`config.mk`:
```
export PLATFORM = sky130hd
export DESIGN_NAME = fifo_write_arbiter
export DESIGN_NICKNAME = d
export VERILOG_FILES = /design/src/rtl/fifo_write_arbiter.sv
export SDC_FILE = /design/constraint.sdc
export NUM_CORES = 1
export LEC_CHECK = 0
export CAP_MARGIN = 20
export CORE_MARGIN = 3
export CORE_UTILIZATION = 33
export CTS_CLUSTER_SIZE = 40
export DETAILED_ROUTE_END_ITERATION = 10
export PLACE_DENSITY = 0.89
export SKIP_LAST_GASP = 1
export SLEW_MARGIN = 20
export SYNTH_ARGS = -nofsm -noshare
export SYNTH_HDL_FRONTEND = slang
export SYNTH_SLANG_ARGS = --single-unit
```
`constraint.sdc`:
```
create_clock -name wclk -period 3.8 [get_ports wclk]
set_clock_uncertainty 0.15 [all_clocks]
set_input_delay 0.38 -clock wclk [delete_from_list [all_inputs] [get_ports wclk]]
set_output_delay 0.38 -clock wclk [all_outputs]
set_load 0.02 [all_outputs]
```
`src/rtl/fifo_write_arbiter.sv`:
```
// Round-robin arbiter sharing one async_fifo write port among NUM_REQ producers, bursts of at most MAX_BURST beats.
// Grant registered one cycle after request; beats pass combinationally; wfull_i stalls a burst but never releases it.
module fifo_write_arbiter #(
   parameter int DATA_LEN  = 32,
   parameter int NUM_REQ   = 4,
   parameter int MAX_BURST = 8
) (
   input  logic                        wclk,
   input  logic                        rst_n,
   input  logic                        arb_en_i,
   input  logic [NUM_REQ-1:0]          req_valid_i,
   input  logic [NUM_REQ*DATA_LEN-1:0] req_data_i,
   output logic [NUM_REQ-1:0]          req_ready_o,
   input  logic                        wfull_i,
   output logic                        write_en_o,
   output logic [DATA_LEN-1:0]         wdata_o,
   output logic [NUM_REQ-1:0]          grant_o,
   output logic                        busy_o
);
   localparam int IDX_W = $clog2(NUM_REQ);
   localparam int CNT_W = $clog2(MAX_BURST + 1);

   localparam logic [0:0]       IDLE     = 1'b0;
   localparam logic [0:0]       BURST    = 1'b1;
   localparam logic [IDX_W-1:0] LAST_IDX = IDX_W'(NUM_REQ - 1);
   localparam logic [CNT_W-1:0] CNT_LAST = CNT_W'(MAX_BURST - 1);

   logic [0:0]          state;
   logic [IDX_W-1:0]    gidx;
   logic [IDX_W-1:0]    last_ptr;
   logic [IDX_W-1:0]    pick;
   logic [IDX_W-1:0]    cand;
   logic                found;
   logic [CNT_W-1:0]    beat_cnt;
   logic                g_valid;
   logic [DATA_LEN-1:0] g_data;
   logic                beat;
   logic                rel;

   function automatic logic [IDX_W-1:0] wrap_inc(input logic [IDX_W-1:0] p);
      return (p == LAST_IDX) ? '0 : p + 1'b1;
   endfunction

   // First valid requester after the last one served, wrapping around.
   always_comb begin
      pick  = '0;
      found = 1'b0;
      cand  = last_ptr;
      for (int k = 0; k < NUM_REQ; k++) begin
         cand = wrap_inc(cand);
         if (!found && req_valid_i[cand]) begin
            pick  = cand;
            found = 1'b1;
         end
      end
   end

   always_comb begin
      g_valid = 1'b0;
      g_data  = '0;
      for (int i = 0; i < NUM_REQ; i++) begin
         if (grant_o[i]) begin
            g_valid = req_valid_i[i];
            g_data  = req_data_i[i*DATA_LEN +: DATA_LEN];
         end
      end
   end

   assign busy_o      = (state == BURST);
   assign req_ready_o = (busy_o && !wfull_i) ? grant_o : '0;
   assign beat        = busy_o && g_valid && !wfull_i;
   assign write_en_o  = beat;
   assign wdata_o     = g_data;
   // A dropped valid ends the burst even while the FIFO is full.
   assign rel         = busy_o && (!g_valid || (beat && (beat_cnt == CNT_LAST)));

   always_ff @(posedge wclk or negedge rst_n) begin
      if (!rst_n) begin
         state    <= IDLE;
         grant_o  <= '0;
         gidx     <= '0;
         last_ptr <= LAST_IDX;
         beat_cnt <= '0;
      end else begin
         case (state)
            IDLE: begin
               if (arb_en_i && found) begin
                  state    <= BURST;
                  gidx     <= pick;
                  grant_o  <= NUM_REQ'(1) << pick;
                  beat_cnt <= '0;
               end
            end
            BURST: begin
               if (rel) begin
                  state    <= IDLE;
                  last_ptr <= gidx;
                  grant_o  <= '0;
                  beat_cnt <= '0;
               end else if (beat) begin
                  beat_cnt <= beat_cnt + 1'b1;
               end
            end
         endcase
      end
   end
endmodule

```
Yosys cells after proc, flatten, opt, wreduce, memory -nomap -nowiden
Cells that the tools add are included.

Word-level logic and storage cells: 82. Output and inout port bits: 42. Bits of input ports: 136. Flip-flop bits (word level): 13.

Multiplexer cells: 39. Add/sub/neg operators: 5. Bitwise gates (word level): 1. Shifts and indexed selects: 1. Equal/unequal tests: 8. Reduce and logical (&&, ||, !) cells: 19. Order comparisons: 4.

Operator list (number): $mux 32 (4); $mux 4 (6); $mux 2 (8); $pmux 4 s2 (2); $mux 1 (14); $lt 2x3->1 const B (4); $logic_and 1x1->1 (9); $add 2x1->2 const B (4); $bmux 1 s2 (4); $eq 2x2->1 const B (4); $reduce_and 2->1 (4); $logic_not 1->1 (5); $add 4x1->4 const B (1); $eq 4x3->1 const B (1); $shl 1x2->4 const A (1); $ne 3x1->1 const B (1); $ne 2x1->1 const B (1); $ne 2x2->1 const B (1); $pmux 1 s2 (1); $logic_or 1x1->1 (1); $not 1->1 (1).

Longest topological paths before layout
Gate-level depths: netlist of the first run.

Depth after elaboration: 17. Gate-level depth with buffers: 7. Mapped depth without buffers: 6.

Worst setup path after synthesis of the first run
No wires, ideal clock.

Kind: register -> output. From: register grant_o[1]. To: output wdata_o[21]. Path buffers: 3. Setup slack: 1.390 ns. Required time: 3.270 ns. Stages on the path, launching flop included: 8. Data arrival time: 1.880 ns. Path through: dfrtp_1 buf_6 nor2b_1 clkbuf_1 clkbuf_1 a221o_1 o21ai_0 o21ai_0.

Longest elaborated chain between the ends: 3.

RTL lines: from (decl) (line 17) `output logic [NUM_REQ-1:0] grant_o,`; from (signal assigned) (line 90) `grant_o <= NUM_REQ'(1) << pick;`; $mux 32 (3 in series) (line 62) `if (grant_o[i]) begin`; to (decl) (line 16) `output logic [DATA_LEN-1:0] wdata_o,`.

Every way passes these cells.

Worst setup path after layout of the first run
From: input req_valid_i[3]. To: output write_en_o.

Longest elaborated chain between the ends: 3.

RTL lines: from (decl) (line 11) `input logic [NUM_REQ-1:0] req_valid_i,`; $mux 1 (line 62); $logic_and 1x1->1 (2 in series) (line 71) `assign beat = busy_o && g_valid && !wfull_i;`; to (decl) (line 15) `output logic write_en_o,`.

Every way passes these cells.

==> results of run 1 <==
==> worst max path at each step <==
stage	depth (start not counted)	slack, ns	to	startpoint
after floorplan	7	1.39	wdata_o[21]	grant_o[1]
after global placement	5	0.98	write_en_o	req_valid_i[3]
after detailed placement	5	0.93	write_en_o	req_valid_i[3]
after CTS	5	0.89	write_en_o	req_valid_i[3]
after global routing	5	0.83	write_en_o	req_valid_i[3]
final	5	0.89	write_en_o	req_valid_i[3]
==> through the flow <==
stage                     setup slack (ns)  power, mW    util  instance area, um^2  hold slack [ns]
after floorplan                      1.390      1.191       -                 1804         -0.06559
after global placement              0.9789      1.837  0.6841                 3561           0.3196
after detailed placement            0.9327      1.868  0.6841                 3561           0.3265
after CTS                           0.8913      2.007  0.6928                 3606           0.3419
after global routing                0.8283      2.159  0.6928                 3606           0.3728
final                               0.8881      2.009  0.6928                 3606           0.3415
==> layout by cell type (no fill, tap or decap), drive strengths merged, types with 3 or more instances in the layout <==
cell           instances
nor2b                  4
o21ai                 69
nand3                  7
nor2                   6
a21oi                  9
nand2b                 3
a221o                 33
dfrtp                 11
and2                   4
clkbuf                 4
nand2                 39
nor3                   3
nand3b                 3
clkdlybuf4s50        177
buf                    6
inv                    4
and3                   3
mux2                   3
==> per-layer routing <==
metal  up-vias  track usage  routed length, um
li1       1295            -                  -
met1      1259       0.3227               3609
met2       146       0.4296               4402
met3        19      0.06321                809
met4         0      0.06588                138
met5         -            0                  0
==> worst max-delay path: stages <==
cell	delay (ns)
clkdlybuf4s50_1	0.63
inv_1	0.12
a21oi_1	0.31
and3_1	0.29
clkdlybuf4s50_1	0.64
==> sequential cells by signal, indices dropped and copies added, names as in the netlist <==
register and flops:
grant_o 4, last_ptr 2, gidx 2, beat_cnt 4, busy_o 1
==> power groups by stage <==
stage	combinational, mW	clock (mW)	sequential [mW]
2_1_floorplan	0.950	0	0.241
3_3_place_gp	1.59	0	0.248
3_5_place_dp	1.62	0	0.252
4_1_cts	1.63	0.128	0.250
5_1_grt	1.76	0.140	0.262
6_report	1.63	0.129	0.251
==> kinds of logic (layout without fill, tap and decap cells) <==
kind of cell,count (synthesis),in the layout,share of synthesized area
AOI/OAI and AO/OA,126,126,0.4737
and+or+nand+nor,78,78,0.2178
buffers and inverters,32,191,0.09223
DFF,13,13,0.1817
muxes,3,3,0.02080
adders and majority gates,2,2,0.01387
==> final cells by class <==
cell class | instances | area (um^2)
flip-flops and latches | 13 | 329.1
clock buffers | 4 | 45.04
well taps | 70 | 87.58
fillers | 439 | 1599
inverters | 4 | 15.01
repair buffers | 183 | 1817
multi-input cells | 209 | 1313
==> flow_metrics.tcl, run 1 <==
set metrics [dict create \
    cts_hold_buf 0 \
    min_to "last_ptr[0]" \
    max_freq_ghz 0.3434 \
    clk_latency_ns 0.25 \
    io_pins 178 \
    drc_errors 0 \
    core-area_um2 5205 \
    reg2reg_to "grant_o[2]" \
    tritoncts "yes" \
    antenna_found_initial 0 \
    worstHoldStart "gidx[0]" \
    overflow 0 \
    power_leakage_nw 1.321 \
    tightest_slew_ns 0.5793 \
    numPortBuffers 177 \
    drv_cap 0 \
    crit_type "primary input to output port" \
    grt_pass1_vias 2428 \
    pwr-share-comb 0.811 \
    reg2reg_slack_ns 1.38 \
    startpoint_type "primary input" \
    nets 552 \
    ys_seq_area_frac 0.1817 \
    diodes 0 \
    max-vdd-ir-drop_mv 0.4202 \
    internal_power_mw 1.054 \
    first_pass_iters 5 \
    synth_edf_count 0 \
    cts_setup_buffers 0 \
    outcome "finished clean" \
    power.switching_uw 954.6 \
    rr_worst_depth 6 \
    synthTopCellsByCount "69 x o21ai_0, 39 x nand2_1, 33 x a221o_1" \
    hp-class "flop to flop" \
    clkPwrFrac 0.064 \
    power.density_nw_per_um2 557.2 \
    grtUsageTotal 0.2552 \
    seqPwrFrac 0.125 \
    endpoint_kind "output port" \
    syn_avg_cell_area_um2 7.103 \
    syn_to_final_growth_pct 99.86 \
    cts-root-buf "clkbuf_8" \
    fin_crit_ns 2.912 \
    cts_buffer_depth 2 \
    synth_cells 254 \
    setup_viol 0 \
    placed_cells 479 \
    dp_hpwl_um 6790 \
    drive_gt1_frac 0.04843 \
    yosysTopAreaCellShare 0.1914 \
    rows 26 \
    grt_max_degree 48 \
    routed_wl_um 8959 \
    cts_resized 0 \
    synth_flop_cell "dfrtp_1" \
    fin_crit_sh 0.7663 \
    ys_ff_latch 13 \
    relSlewSlack 0.6126 \
    worstPathMaxFanout 9 \
    synth.distinct_cells 41 \
    cts_buffers 3 \
    synth_area_leaders "o21ai_0 19%, a221o_1 18%, dfrtp_1 15%" \
    worstPathRequired_ns 3.27 \
    worstPathArrival_ns 2.38 \
    synth_top_area_cell "o21ai_0" \
    vias 2719 \
    wire_per_inst_um 18.55 \
    cts.sinks 13 \
    fin_tns_setup_ns 0 \
    viasPerCell 5.629 \
    start_util 0.3466 \
    grt_pass1_wl_um 13010 \
    cts_max_level 1 \
    slew_viol_final 0 \
    p_sw_frac 0.4752 \
    ant_nets 0 \
    rsz0062_at_grt "false" \
    synth.most_common_cell "o21ai_0" \
    die_h_um 79.94 \
    syn_area_um2 1804 \
    layout.cells.non_filler 483 \
    async_flop_share 1.000 \
    finalHoldViolCount 0 \
    dieArea_um2 6390 \
    globalplace.congestion 0.8739 \
    fp.dieW_um 79.94 \
    clkSlewWorstSetupHoldPaths_ns 0.06 \
    synth_nets 392 \
    dr.first_iter.drc_count 140 \
    yosysWarnings 0 \
    worst_hold_path.num_cells 1 \
    rr_startpoint "last_ptr[0]" \
]
Power figures use the tool's default switching activity.
==> inputs of run 2 (changes only) <==
--- a/config.mk
+++ b/config.mk
@@ -7,10 +7,10 @@
 export LEC_CHECK = 0
 export CAP_MARGIN = 20
 export CORE_MARGIN = 3
-export CORE_UTILIZATION = 33
+export CORE_UTILIZATION = 30
 export CTS_CLUSTER_SIZE = 40
 export DETAILED_ROUTE_END_ITERATION = 10
-export PLACE_DENSITY = 0.89
+export PLACE_DENSITY = 0.82
 export SKIP_LAST_GASP = 1
 export SLEW_MARGIN = 20
 export SYNTH_ARGS = -nofsm -noshare
==> constraint.sdc (replaced) <==
create_clock -name wclk -period 3 [get_ports wclk]
set_clock_uncertainty 0.15 [all_clocks]
set_input_delay 0.3 -clock wclk [delete_from_list [all_inputs] [get_ports wclk]]
set_output_delay 0.3 -clock wclk [all_outputs]
set_load 0.02 [all_outputs]
==> run 2 against run 1 <==
Final cell count rose by 1.0%; hold slack worse by 0.057 ns; combinational power grew 28%; first-iteration DRC count is 14% lower; setup slack worse by 0.59 ns; wire length down 2.8%; via count down 0.66%; sequential cell count did not move; cell area rose by 0.69%; largest power group unchanged; highest routed layer unchanged.
==> flow_metrics.tcl, run 2 (synthesis gave the netlist of run 1 again) <==
set metrics [dict create \
    slew_viol_final 0 \
    worstPathMaxFanout 10 \
    cts_setup_buffers 0 \
    finalHoldViolCount 0 \
    reg2reg_slack_ns 0.61 \
    vias 2701 \
    tritoncts "yes" \
    ant_nets 0 \
    drc_errors 0 \
    cpPeakStageDelay_ns 0.64 \
    cp_common_cell "clkdlybuf4s50_1" \
    placed_cells 484 \
    mostFrequentLayoutCell "clkdlybuf4s50_1" \
    grt_max_degree 42 \
    rsz0062_at_grt "false" \
    power.total_mw 2.537 \
    rr_worst_depth 6 \
    drv_cap 0 \
    globalplace.congestion 0.9030 \
    power_leakage_nw 1.336 \
    dieArea_um2 6981 \
    clk_latency_ns 0.24 \
    power.switching_mw 1.192 \
    relSlewSlack 0.6061 \
    grtUsageTotal 0.2384 \
    routed_wl_um 8708 \
    wire_per_inst_um 17.84 \
    outcome "finished clean" \
    fin_crit_ns 2.701 \
    placed_cell_area_um2 3586 \
    fin_crit_sh 0.9004 \
    cts.sinks 13 \
    cts_hold_buf 0 \
    cts-root-buf "clkbuf_8" \
    dp_hpwl_um 6844 \
    rows 27 \
    power.density_nw_per_um2 698.6 \
    viasPerCell 5.535 \
    antenna_found_initial 0 \
    max-vdd-ir-drop_mv 0.5489 \
    nets 555 \
    final_util 0.6398 \
    final_cell_area_um2 3631 \
    seqPwrFrac 0.120 \
    io_pins 178 \
    endpoint_kind "output port" \
    grt_pass1_wl_um 13860 \
    cts_resized 0 \
    start_util 0.3179 \
    rr_startpoint "last_ptr[0]" \
    first_pass_iters 4 \
    cts_max_level 1 \
    fin_tns_setup_ns 0 \
    cp_slowest_cell "clkdlybuf4s50_1" \
    numPortBuffers 177 \
    path_cells "clkdlybuf4s50_1 -> nor3b_1 -> a21oi_1 -> and3_1 -> clkdlybuf4s50_1" \
    setup_viol 0 \
    clkSlewWorstSetupHoldPaths_ns 0.05 \
    dr.first_iter.drc_count 120 \
    overflow 0 \
    cts_buffer_depth 2 \
    drive_gt1_frac 0.05529 \
    grt_pass1_vias 2601 \
    cts_buffers 3 \
    hp-class "primary input to asynchronous set/reset pin" \
    crit_family "buffers and inverters" \
    reg2reg_to "gidx[0]" \
    largestRegisters "beat_cnt: 4 flops, grant_o: 4 flops" \
    clkPwrFrac 0.061 \
    syn_to_final_growth_pct 101.2 \
    tightest_slew_ns 0.5890 \
    worstPathRequired_ns 2.55 \
    layout.cells.non_filler 488 \
    crit_type "primary input to output port" \
    final_cell_mix "177 x clkdlybuf4s50_1, 69 x o21ai_0, 39 x nand2_1" \
    die_h_um 83.55 \
    max_freq_ghz 0.3702 \
    fp.dieW_um 83.55 \
    core-area_um2 5675 \
    internal_power_mw 1.344 \
    pwr-share-comb 0.819 \
    crit_buf_inv 2 \
    diodes 0 \
    worstPathArrival_ns 2.25 \
    startpoint_type "primary input" \
    p_sw_frac 0.4700 \
]
run 2: through the flow:
step                      worst slack (ns)  hold slack (ns)
after CTS                           0.3304           0.2979
after global routing                0.1384           0.3212
after global placement              0.3955           0.3200
final                               0.2987           0.2846
after detailed placement            0.3847           0.3316
after floorplan                     0.6697          -0.1456
run 2: metal layers:
| metal | GRT usage | up-vias | share of wire |
|---|---|---|---|
| met5 | 0 | - | 0 |
| met3 | 0.04146 | 16 | 0.071 |
| li1 | - | 1299 | - |
| met2 | 0.4052 | 141 | 0.49 |
| met1 | 0.3134 | 1245 | 0.42 |
| met4 | 0.05702 | 0 | 0.022 |
run 2: cell type report:
class                           count  area, um^2
Timing Repair Buffer              186        1839
Multi-Input combinational cell    209        1313
Tap cell                           72       90.09
Clock buffer                        4       45.04
Sequential cell                    13       329.1
Fill cell                         492        2044
Inverter                            4       15.01
run 2: power groups by stage:
stage | combinational, mW | sequential, mW | clock, mW
after floorplan | 1.20 | 0.305 | 0
after global placement | 2.05 | 0.305 | 0
after detailed placement | 2.07 | 0.309 | 0
after CTS | 2.08 | 0.306 | 0.155
after global routing | 2.26 | 0.318 | 0.166
final | 2.08 | 0.305 | 0.154
run 2: worst max path at each step:
stage,from,to,depth (start not counted)
2_1_floorplan,grant_o[1],wdata_o[21],7
3_3_place_gp,req_valid_i[2],write_en_o,5
3_5_place_dp,req_valid_i[2],write_en_o,5
4_1_cts,req_valid_i[2],write_en_o,5
5_1_grt,req_valid_i[2],write_en_o,5
6_report,req_valid_i[2],write_en_o,5
